## src/rtl/hazard_stall_ctrl_if.sv

```systemverilog
// Signal bundle between the pipeline and the hazard/stall controller.
// master: pipeline side (drives hazard sources, receives stall decisions).
// slave:  controller side.
// Optional macro HAZARD_STALL_PERF_EN adds the stall performance counters.
interface hazard_stall_ctrl_if;
   logic        Req;
   logic [4:0]  d_rs_addr;
   logic [4:0]  d_rt_addr;
   logic [1:0]  d_rs_tuse;
   logic [1:0]  d_rt_tuse;
   logic [4:0]  e_wa;
   logic [1:0]  e_tnew;
   logic [4:0]  m_wa;
   logic [1:0]  m_tnew;
   logic        d_isMD;
   logic        e_md_start;
   logic        e_md_is_div;
   logic        d_isEret;
   logic        e_mtc0_epc;
   logic        m_mtc0_epc;
   logic        Stall;
   logic        IDEX_Flush;
   logic        md_busy;
`ifdef HAZARD_STALL_PERF_EN
   logic [31:0] stall_cycles;
   logic [31:0] md_stall_cycles;

   modport master (
      output Req, d_rs_addr, d_rt_addr, d_rs_tuse, d_rt_tuse, e_wa, e_tnew, m_wa, m_tnew,
             d_isMD, e_md_start, e_md_is_div, d_isEret, e_mtc0_epc, m_mtc0_epc,
      input  Stall, IDEX_Flush, md_busy, stall_cycles, md_stall_cycles
   );

   modport slave (
      input  Req, d_rs_addr, d_rt_addr, d_rs_tuse, d_rt_tuse, e_wa, e_tnew, m_wa, m_tnew,
             d_isMD, e_md_start, e_md_is_div, d_isEret, e_mtc0_epc, m_mtc0_epc,
      output Stall, IDEX_Flush, md_busy, stall_cycles, md_stall_cycles
   );
`else
   modport master (
      output Req, d_rs_addr, d_rt_addr, d_rs_tuse, d_rt_tuse, e_wa, e_tnew, m_wa, m_tnew,
             d_isMD, e_md_start, e_md_is_div, d_isEret, e_mtc0_epc, m_mtc0_epc,
      input  Stall, IDEX_Flush, md_busy
   );

   modport slave (
      input  Req, d_rs_addr, d_rt_addr, d_rs_tuse, d_rt_tuse, e_wa, e_tnew, m_wa, m_tnew,
             d_isMD, e_md_start, e_md_is_div, d_isEret, e_mtc0_epc, m_mtc0_epc,
      output Stall, IDEX_Flush, md_busy
   );
`endif
endinterface

```

## src/rtl/hazard_stall_ctrl.sv

```systemverilog
// Central stall/flush controller for the 5-stage pipeline.
// Stall sources: Tuse/Tnew data hazards, the multicycle mult/div unit, and eret vs.
// an in-flight mtc0 to EPC. Exception requests (Req) suppress all stalling.
// Optional macro HAZARD_STALL_PERF_EN adds stall_cycles / md_stall_cycles counters.
module hazard_stall_ctrl #(
   parameter int unsigned MULT_CYCLES = 5,
   parameter int unsigned DIV_CYCLES  = 10,
   parameter int unsigned CNT_W       = 4
) (
   input logic               clk,
   input logic               reset,
   hazard_stall_ctrl_if.slave bus
);

   localparam logic [CNT_W-1:0] MultLoad = CNT_W'(MULT_CYCLES);
   localparam logic [CNT_W-1:0] DivLoad  = CNT_W'(DIV_CYCLES);
   localparam logic [CNT_W-1:0] CntOne   = CNT_W'(1);

   typedef enum logic [0:0] {StIdle, StBusy} state_e;

   state_e           state_q, state_d;
   logic [CNT_W-1:0] count_q, count_d;
   logic             haz_rs, haz_rt, stall_md, stall_er, stall_any, md_load;

   // Same-cycle stall decision from all hazard sources.
   always_comb begin
      haz_rs   = (bus.d_rs_addr != 5'd0) &&
                 ((bus.d_rs_addr == bus.e_wa && bus.d_rs_tuse < bus.e_tnew) ||
                  (bus.d_rs_addr == bus.m_wa && bus.d_rs_tuse < bus.m_tnew));
      haz_rt   = (bus.d_rt_addr != 5'd0) &&
                 ((bus.d_rt_addr == bus.e_wa && bus.d_rt_tuse < bus.e_tnew) ||
                  (bus.d_rt_addr == bus.m_wa && bus.d_rt_tuse < bus.m_tnew));
      stall_md = bus.d_isMD && (bus.md_busy || bus.e_md_start);
      stall_er = bus.d_isEret && (bus.e_mtc0_epc || bus.m_mtc0_epc);
      stall_any = haz_rs | haz_rt | stall_md | stall_er;
      // Req wins: the pipeline registers flush themselves, so no bubble is needed here.
      bus.Stall      = stall_any && !bus.Req && !reset;
      bus.IDEX_Flush = stall_any && !bus.Req && !reset;
   end

   // Busy-counter next state: load on an accepted start, otherwise count down to idle.
   always_comb begin
      state_d = state_q;
      count_d = count_q;
      md_load = bus.e_md_start && !bus.Req;
      case (state_q)
         StIdle: begin
            if (md_load) begin
               count_d = bus.e_md_is_div ? DivLoad : MultLoad;
               state_d = StBusy;
            end
         end
         StBusy: begin
            if (md_load) begin
               // Malformed stream: a new start simply restarts the count.
               count_d = bus.e_md_is_div ? DivLoad : MultLoad;
            end else begin
               count_d = count_q - CntOne;
               if (count_q == CntOne) begin
                  state_d = StIdle;
               end
            end
         end
         default: begin
            state_d = StIdle;
            count_d = '0;
         end
      endcase
   end

   // Busy-counter state register.
   always_ff @(posedge clk or posedge reset) begin
      if (reset) begin
         state_q <= StIdle;
         count_q <= '0;
      end else begin
         state_q <= state_d;
         count_q <= count_d;
      end
   end

   // Registered busy flag straight from the counter.
   always_comb begin
      bus.md_busy = (count_q != '0);
   end

`ifdef HAZARD_STALL_PERF_EN
   logic [31:0] stall_cnt_q, md_stall_cnt_q;

   // Performance counters; wrap naturally at 2^32.
   always_ff @(posedge clk or posedge reset) begin
      if (reset) begin
         stall_cnt_q    <= '0;
         md_stall_cnt_q <= '0;
      end else begin
         if (bus.Stall) begin
            stall_cnt_q <= stall_cnt_q + 32'd1;
         end
         if (bus.Stall && stall_md) begin
            md_stall_cnt_q <= md_stall_cnt_q + 32'd1;
         end
      end
   end

   // Drive the counter outputs.
   always_comb begin
      bus.stall_cycles    = stall_cnt_q;
      bus.md_stall_cycles = md_stall_cnt_q;
   end
`endif

endmodule

```

## src/flat_wrapper.sv

```systemverilog
// flat-port wrapper written by rule: the top's interface ports become plain ports
module hazard_stall_ctrl_flat 
#(
   parameter int unsigned MULT_CYCLES = 5,
   parameter int unsigned DIV_CYCLES  = 10,
   parameter int unsigned CNT_W       = 4
)
  (clk, reset, bus_Req, bus_d_rs_addr, bus_d_rt_addr, bus_d_rs_tuse, bus_d_rt_tuse, bus_e_wa, bus_e_tnew, bus_m_wa, bus_m_tnew, bus_d_isMD, bus_e_md_start, bus_e_md_is_div, bus_d_isEret, bus_e_mtc0_epc, bus_m_mtc0_epc, bus_Stall, bus_IDEX_Flush, bus_md_busy);
  hazard_stall_ctrl_if bus_i ();
  input logic clk;
  input logic reset;
  input wire logic [$bits(bus_i.Req)-1:0] bus_Req;
  input wire logic [$bits(bus_i.d_rs_addr)-1:0] bus_d_rs_addr;
  input wire logic [$bits(bus_i.d_rt_addr)-1:0] bus_d_rt_addr;
  input wire logic [$bits(bus_i.d_rs_tuse)-1:0] bus_d_rs_tuse;
  input wire logic [$bits(bus_i.d_rt_tuse)-1:0] bus_d_rt_tuse;
  input wire logic [$bits(bus_i.e_wa)-1:0] bus_e_wa;
  input wire logic [$bits(bus_i.e_tnew)-1:0] bus_e_tnew;
  input wire logic [$bits(bus_i.m_wa)-1:0] bus_m_wa;
  input wire logic [$bits(bus_i.m_tnew)-1:0] bus_m_tnew;
  input wire logic [$bits(bus_i.d_isMD)-1:0] bus_d_isMD;
  input wire logic [$bits(bus_i.e_md_start)-1:0] bus_e_md_start;
  input wire logic [$bits(bus_i.e_md_is_div)-1:0] bus_e_md_is_div;
  input wire logic [$bits(bus_i.d_isEret)-1:0] bus_d_isEret;
  input wire logic [$bits(bus_i.e_mtc0_epc)-1:0] bus_e_mtc0_epc;
  input wire logic [$bits(bus_i.m_mtc0_epc)-1:0] bus_m_mtc0_epc;
  output wire logic [$bits(bus_i.Stall)-1:0] bus_Stall;
  output wire logic [$bits(bus_i.IDEX_Flush)-1:0] bus_IDEX_Flush;
  output wire logic [$bits(bus_i.md_busy)-1:0] bus_md_busy;
  assign bus_i.Req = bus_Req;
  assign bus_i.d_rs_addr = bus_d_rs_addr;
  assign bus_i.d_rt_addr = bus_d_rt_addr;
  assign bus_i.d_rs_tuse = bus_d_rs_tuse;
  assign bus_i.d_rt_tuse = bus_d_rt_tuse;
  assign bus_i.e_wa = bus_e_wa;
  assign bus_i.e_tnew = bus_e_tnew;
  assign bus_i.m_wa = bus_m_wa;
  assign bus_i.m_tnew = bus_m_tnew;
  assign bus_i.d_isMD = bus_d_isMD;
  assign bus_i.e_md_start = bus_e_md_start;
  assign bus_i.e_md_is_div = bus_e_md_is_div;
  assign bus_i.d_isEret = bus_d_isEret;
  assign bus_i.e_mtc0_epc = bus_e_mtc0_epc;
  assign bus_i.m_mtc0_epc = bus_m_mtc0_epc;
  assign bus_Stall = bus_i.Stall;
  assign bus_IDEX_Flush = bus_i.IDEX_Flush;
  assign bus_md_busy = bus_i.md_busy;
  hazard_stall_ctrl #(.MULT_CYCLES(MULT_CYCLES), .DIV_CYCLES(DIV_CYCLES), .CNT_W(CNT_W)) u_core (.clk(clk), .reset(reset), .bus(bus_i));
endmodule
```

## config.mk

```make
export PLATFORM = sky130hd
export DESIGN_NAME = hazard_stall_ctrl_flat
export DESIGN_NICKNAME = d
export VERILOG_FILES = /design/src/rtl/hazard_stall_ctrl_if.sv /design/src/rtl/hazard_stall_ctrl.sv /design/src/flat_wrapper.sv
export SDC_FILE = /design/constraint.sdc
export NUM_CORES = 1
export LEC_CHECK = 0
export ABC_AREA = 1
export ABC_CLOCK_PERIOD_IN_PS = 3050
export CAP_MARGIN = 20
export CORE_ASPECT_RATIO = 0.7
export CORE_UTILIZATION = 43
export CTS_BUF_LIST = sky130_fd_sc_hd__clkbuf_8
export DETAILED_ROUTE_END_ITERATION = 6
export GPL_TIMING_DRIVEN = 0
export PLACE_DENSITY = 0.83
export SYNTH_ARGS = -nofsm -noshare
export SYNTH_HDL_FRONTEND = slang
export SYNTH_SLANG_ARGS = --single-unit
```

## constraint.sdc

```tcl
create_clock -name clk -period 3.05 [get_ports clk]
set_clock_uncertainty 0.15 [all_clocks]
set_input_delay 0.915 -clock clk [delete_from_list [all_inputs] [get_ports clk]]
set_output_delay 0.915 -clock clk [all_outputs]
set_load 0.02 [all_outputs]
```

Yosys cells after proc, flatten, opt, wreduce, memory -nomap -nowiden:

Index checks and enable logic that the tools add are counted.

* bits in registers: 5
* latch bits: 0
* RAM bits: 0
* bits in read-only memories: 0
* input bits: 37
* output and inout port bits: 3
* memories kept: 0

* $add $sub $neg: 1
* multiply operators: 0
* div/mod/pow operators: 0
* magnitude comparators: 4
* equal/unequal tests: 6
* shifts and indexed selects: 0
* multiplexer cells: 8
* bitwise logic cells: 4
* reductions and logical operators: 20

Operator list (count)
* 5-bit equality test: 4
* 4-bit two-way mux: 3
* 1-bit logical AND: 11
* 5-bit nonzero test: 2
* 2-bit < comparator: 4
* 4-bit one-hot mux with 2 select lines: 1
* 4-bit by 1-bit equality test with 1-bit output (second input constant): 1
* 1-bit logical OR: 4
* 4-bit nonzero test: 1
* 4-bit by 1-bit subtractor with 4-bit output (second input constant): 1
* 1-bit two-way mux: 3
* 1-bit OR: 3
* 1-bit logical NOT: 2
* 2-bit by 1-bit != test with 1-bit output (second input constant): 1
* 1-bit one-hot mux with 2 select lines: 1
* 1-bit inverter: 1

Depth between registers and ports, before layout:

* depth in word-level cells: 9
* mapped depth: 13
* depth with buffers taken out: 12

Worst setup path after synthesis:

Ideal clock, no wire load.

* kind: input -> output
* start point: input port bus_e_tnew[1]
* end point: output port bus_Stall
* data arrival time: 2017 ps
* required time: 1985 ps
* setup slack: -32 ps
* stages on the path: 11
* path buffers: 1
* cells stage by stage: inv_1 -> ha_1 -> a21boi_0 -> nor2_1 -> nand3_1 -> nand2_1 -> nand2_1 -> nand3_1 -> nand2_1 -> inv_1 -> buf_4

* word-level cells in the longest chain between the ends: 9
* elaborated cells on any way between the ends: 13
* those cells by class: 2 x order compare; 3 x bitwise; 8 x reduce/logical

Ends and longest elaborated chain
* start, declared: RTL line flat_wrapper.sv:18 `input wire logic [$bits(bus_i.e_tnew)-1:0] bus_e_tnew;`
* 2-bit < comparator (on tied branches): RTL line hazard_stall_ctrl.sv:28, hazard_stall_ctrl.sv:31
* 1-bit logical AND (on tied branches): RTL line hazard_stall_ctrl.sv:28, hazard_stall_ctrl.sv:31
* 1-bit logical OR (on tied branches): RTL line hazard_stall_ctrl.sv:28, hazard_stall_ctrl.sv:31
* 1-bit logical AND (on tied branches): RTL line hazard_stall_ctrl.sv:27, hazard_stall_ctrl.sv:30
* 1-bit OR (*) (3 in a row): RTL line hazard_stall_ctrl.sv:35 `stall_any = haz_rs | haz_rt | stall_md | stall_er;`
* 1-bit logical AND (*) (2 in a row)
* end, declared: RTL line flat_wrapper.sv:27 `output wire logic [$bits(bus_i.Stall)-1:0] bus_Stall;`

Every way passes the cells marked *; elsewhere a longest branch is shown, timed or not.

Worst setup path in the final report:

* start point: input port bus_m_mtc0_epc
* end point: output port bus_Stall

* word-level cells in the longest chain between the ends: 5

Ends and longest elaborated chain
* start, declared: RTL line flat_wrapper.sv:26 `input wire logic [$bits(bus_i.m_mtc0_epc)-1:0] bus_m_mtc0_epc;`
* 1-bit logical OR: RTL line hazard_stall_ctrl.sv:34 `stall_er = bus.d_isEret && (bus.e_mtc0_epc || bus.m_mtc0_epc);`
* 1-bit logical AND: RTL line hazard_stall_ctrl.sv:34
* 1-bit OR: RTL line hazard_stall_ctrl.sv:35
* 1-bit logical AND (2 in a row): RTL line hazard_stall_ctrl.sv:37 `bus.Stall = stall_any && !bus.Req && !reset;`

Every way passes these cells.

==> results.tsv <==
stage	metric	value	unit
clock_network	cts_tree	done	
global_route	grt_remaining_overflow	0	
floorplan	die_h	39.7	um
sta	holdWs	366	ps
status	outcome	finished, violations left	
sta	min_period	3170	ps
final_layout	final_cell_mix	nand2_1, inv_1, nor2_1	
sta	setup_slack	-118	ps
clock_network	cts-htree-levels	1	
floorplan	num_io_pins	40	
clock_network	numCtsBuffers	3	
route	wirelength	2.60	mm
yosys	synthCells	161	
route	drt.antenna.violating_nets	0	
clock_network	cts.path.max_buffers	2	
yosys	synth-xor-area-share	0.0503	
global_route	grt_max_degree	6	
worst_setup_path	end_kind	output port	
power_and_ir_drop	power	0.559	mW
floorplan	start_util	0.462	
yosys	synth_nets	205	
clock_network	clk_latency	220	ps
worst_setup_path	critPathKind	input port to output port	
floorplan	dieArea	2210	um2
worst_setup_path	crit_fanout	2	
min_path	hold_class	flip-flop to flip-flop	
yosys	synth_compound_area_frac	0.119	
sta	fin_crit_sh	1.04	
clock_network	clk_pin_slew	40	ps
route	post-route-drc-count	0	
yosys	yosysSeqAreaShare	0.144	
worst_setup_path	cp_data_required_time	1980	ps
floorplan	die_x	55.8	um
sta	relSlewSlack	0.813	
route	drtIter0Drc	48	
yosys	synth.avg_cell_area	5.41	um2
status	violations	negative setup slack	
placed_design	place_congestion	0.914	
sta	drv_slew	0	
floorplan	core_area	1890	um2
global_route	grt_pass1_wl	3.90	mm
clock_network	cts_setup_buffers	0	
sta	hold_violations	0	
route	drtPass1Iterations	4	
worst_setup_path	start_kind	input port	
yosys	synth_top_family_by_area	simple AND/OR/NAND/NOR gates	
sta	setup_violations	2	
yosys	yosys-mux-area-fraction	0	
final_layout	nets	249	
route	routed_via_density	4.77	
sta	rsz0062_at_grt	yes	
final_layout	diodes	0	
yosys	synth.yosys.warnings	0	
global_route	grt_antenna_before_repair	0	
floorplan	core.rowCount	13	
worst_setup_path	cp.arrival	2100	ps
final_layout	layout_commonest_cell	nand2_1	
placed_design	port_buffers	39	
final_layout	drive_gt1_frac	0.225	
global_route	track_usage	0.239	
yosys	synth_area	871	um2
power_and_ir_drop	peakVddDrop	0.406	mV
power_and_ir_drop	power_density	407	nW/um2
yosys	yosys.area_share.simple	0.405	
yosys	ys_types	22	
final_layout	area_delta_synth_final	57.6	%
yosys	synth-adder-area-share	0.101	
route	wire_per_inst	11.5	um
clock_network	cts.sinks	5	
flow_run	maxCapViolations	0	
sta	fmax	316	MHz
route	via_count	1079	
placed_design	dp_hpwl	2.12	mm
yosys	ys_ff_latch	5	
power_and_ir_drop	leakage	0.767	nW
clock_network	root_buffer	clkbuf_8	
sta	worst_pin_slew	279	ps
global_route	grt_pass1_vias	966	
-- layer usage --
| layer | GRT usage | share of wire |
|---|---|---|
| met1 | 0.318 | 0.45 |
| met2 | 0.410 | 0.45 |
| met3 | 0.0594 | 0.096 |
| met4 | 0.0250 | 0.0027 |
| met5 | 0 | 0 |
-- metrics by stage --
step,cells,setup WS [ps],utilization,instance area [um2],TNS [ps]
floorplan,161,33.0,-,871,0
global placement,222,-995,0.683,1290,-1910
detailed placement,222,-1060,0.683,1290,-2000
CTS,226,-172,0.699,1320,-314
global route,226,-209,0.727,1370,-367
finish,226,-118,0.727,1370,-178
-- critical path, cell delays in order --
cell and delay [ps]:
clkdlybuf4s50_1 400, o21a_1 180, a21oi_1 170, nand3_2 110
nand2_2 70, inv_2 30, buf_6 100, buf_6 120
-- registers in the layout (all words and copies together) (netlist names) --
signal and count:
u_core.state_q 1, u_core.count_q 4
-- Yosys cell counts --
cell type / number / area, um2
a21boi_0: 2 / 15.0
a21oi_1: 3 / 15.0
a21oi_2: 1 / 8.76
buf_4: 1 / 7.51
clkinv_1: 1 / 3.75
dfrtp_1: 5 / 125
ha_1: 7 / 87.6
inv_1: 34 / 128
inv_2: 5 / 18.8
nand2_1: 59 / 221
nand3_1: 8 / 40.0
nand3_2: 1 / 10.0
nor2_1: 13 / 48.8
nor2_2: 2 / 12.5
nor3_1: 2 / 10.0
nor3_2: 1 / 10.0
o211ai_1: 2 / 15.0
o21a_1: 1 / 7.51
o21ai_0: 7 / 35.0
o21bai_1: 1 / 7.51
xnor2_1: 3 / 26.3
xor2_1: 2 / 17.5
-- where the power goes --
group / total (mW) / leakage (nW) / switching (mW) / internal, mW
combinational: 0.303 / 0.684 / 0.166 / 0.137
sequential: 0.135 / 0.0563 / 0.0327 / 0.102
clock: 0.120 / 0.0269 / 0.0341 / 0.0864
total: 0.559 / 0.767 / 0.233 / 0.326
-- cell families after synthesis --
group	after synthesis
fa+ha+maj	7
buf+inv	41
compound gates	17
simple gates	86
xor+xnor	5
flops	5
-- cell type report --
cell class | instances | area, um2
fillers | 176 | 514
well taps | 22 | 27.5
clock inverters | 1 | 3.75
inverters | 40 | 160
plain buffers | 1 | 11.3
clock buffers | 3 | 41.3
multi-input cells | 115 | 669
repair buffers | 39 | 334
flip-flops and latches | 5 | 125
-- final timing paths --
kind                                      to  cells after the start  slack, ps               from
max                                bus_Stall                      8       -120     bus_m_mtc0_epc
min                           u_core.state_q                      2        370     u_core.state_q
max reg2reg                u_core.count_q[1]                      5       1650  u_core.count_q[0]
min reg2reg                   u_core.state_q                      2        370     u_core.state_q
max in group asynchronous  u_core.count_q[0]                      2       1810              reset
min in group asynchronous     u_core.state_q                      2        770              reset
-- timing repair --
item | 4_1_cts | 5_1_grt
setup endpoints to repair | 2 | 2
pin swaps | 15 | 19
gates resized for setup | 62 | 43
hold buffers | 0 | 0
Power figures use the tool's default switching activity.
==> variant, RTL diff (same flow settings) <==
`CNT_W` is set to 4 in 2 places; all go to 6.
--- a/src/rtl/hazard_stall_ctrl.sv
+++ b/src/rtl/hazard_stall_ctrl.sv
@@ -6,5 +6,5 @@
    parameter int unsigned MULT_CYCLES = 5,
    parameter int unsigned DIV_CYCLES  = 10,
-   parameter int unsigned CNT_W       = 4
+   parameter int unsigned CNT_W       = 6
 ) (
    input logic               clk,
--- a/src/flat_wrapper.sv
+++ b/src/flat_wrapper.sv
@@ -4,5 +4,5 @@
    parameter int unsigned MULT_CYCLES = 5,
    parameter int unsigned DIV_CYCLES  = 10,
-   parameter int unsigned CNT_W       = 4
+   parameter int unsigned CNT_W       = 6
 )
   (clk, reset, bus_Req, bus_d_rs_addr, bus_d_rt_addr, bus_d_rs_tuse, bus_d_rt_tuse, bus_e_wa, bus_e_tnew, bus_m_wa, bus_m_tnew, bus_d_isMD, bus_e_md_start, bus_e_md_is_div, bus_d_isEret, bus_e_mtc0_epc, bus_m_mtc0_epc, bus_Stall, bus_IDEX_Flush, bus_md_busy);
Formal check against the unedited RTL: no difference found for any inputs over 10 cycles, from zero or initial values and one cycle with reset high; that may be too few to reach the edited logic, so the function may still have changed.
==> variant against the original RTL <==
  * The run ends with DRC, setup timing left
  * Routed wire length is 10% higher
  * Count of clock-buffer cells in the layout stayed put
  * Power increased by 13%
  * Hold slack worse by 0.0095 ns
  * Synthesized area up 5.6%
  * Critical endpoint unchanged
  * Fmax shrank 0.97%
  * Die area is 5.4% higher
  * Largest power group unchanged
  * Final area rose by 4.2%
  * Critical path type unchanged
  * Global-route usage up 0.47 points
  * Critical path depth up 4
  * Setup slack worse by 0.031 ns
  * Sequential cell count rose by 2
==> variant: results (changes against the original RTL) <==
Setup path
  – Setup slack, reg-to-reg: 1.73 ns (+0.08 ns)
  – Crit-path max cell delay: 0.25 ns (-0.15 ns)
  – FF-to-FF End: u_core.count_q[4]
  – Crit. Startpoint: bus_d_rt_tuse[1]

Drt
  – Post-route DRC: 4 (+4)
  – DRT iter0 DRCs: 99 (+110%)
  – Drt pass-1 iters: 7 (+3)
  – Wire per inst: 12.8 um (+11%)

Final layout
  – Final layout net count: 247 (-0.80%)
  – Top flop regs: u_core.count_q: 6 flops, u_core.state_q: 1 flops
  – Layout non-clock buf frac: 0.252 (+0.000375)
  – Fillers: 161 (-8.5%)
  – Seq area share: 0.122 (+0.0313)
  – Multi-input gate area: 686 um2 (+2.4%)
  – Comb_multi_in: 116 (+0.87%)

Min path
  – Hold path start: u_core.count_q[1]
  – Endpoint with the worst hold slack: u_core.count_q[1]

Place
  – Area after DPL: 0.00134 mm2 (+3.8%)
  – Post-DP HPWL: 2200 um (+3.9%)
  – GP Congestion: 0.917 (+0.33%)

Power
  – Pwr dens: 442 mW/mm2 (+8.5%)
  – Max VDD drop: 0.324 mV (-20%)
  – Leak Pwr: 0.769 nW (+0.23%)

Yosys
  – Top cell type's share of synthesized area: 0.220 (-0.0339)
  – Sequential share of the synthesized area: 0.190 (+0.0468)
  – Synth area leaders: nand2_1 (22%), dfrtp_1 (19%), inv_1 (11%)
  – Distinct cells, synth: 25 (+14%)
  – Synth cell count leaders: nand2_1 (54), inv_1 (27), nor2_1 (13)

Timing
  – Setup Viol. Count Final: 2 (unchanged)
  – Hold WS: 0.357 ns (-0.00948 ns)
  – Final worst slack: -0.150 ns (-0.0312 ns)
  – Max_slew headroom: 0.806 (-0.00782)

GRT
  – Largest net degree at the start of global routing: 8 (+2)
  – GRT Util Overall: 0.244 (+0.00469)

Floorplanning
  – Core area: 0.00194 mm2 (+2.6%)

Status
  – Violated checks: DRC, setup timing
  – Status: complete, but fails checks

Clocking
  – Post-CTS resize count: 69 (+11%)
variant: cell count changes after synthesis, sizes merged:
cell / before / now
or2: 0 / 1
a31oi: 0 / 1
o21ai: 7 / 6
nor2: 15 / 14
nand2: 59 / 55
a21oi: 4 / 6
xor2: 2 / 4
nand4: 0 / 1
inv: 39 / 34
dfrtp: 5 / 7
variant: routing by layer:
layer,part of all wire,up-vias,GRT usage
li1,-,573,-
met1,0.40,503,0.307
met2,0.48,67,0.444
met3,0.12,2,0.0662
met4,0.0017,0,0.0305
met5,0,-,0
variant: power by group:
group          leakage, nW  switching, mW  total, mW  internal (mW)
clock network       0.0269         0.0424      0.130         0.0872
logic                0.658          0.185      0.325          0.140
registers           0.0841         0.0389      0.177          0.138
variant: logic make-up after synthesis:
group                    count (synthesis)
AND/OR/NAND/NOR                         83
buffers and inverters                   36
AO/OA/AOI/OAI                           19
XOR/XNOR                                 7
adder cells (fa/ha/maj)                  7
flip-flops                               7
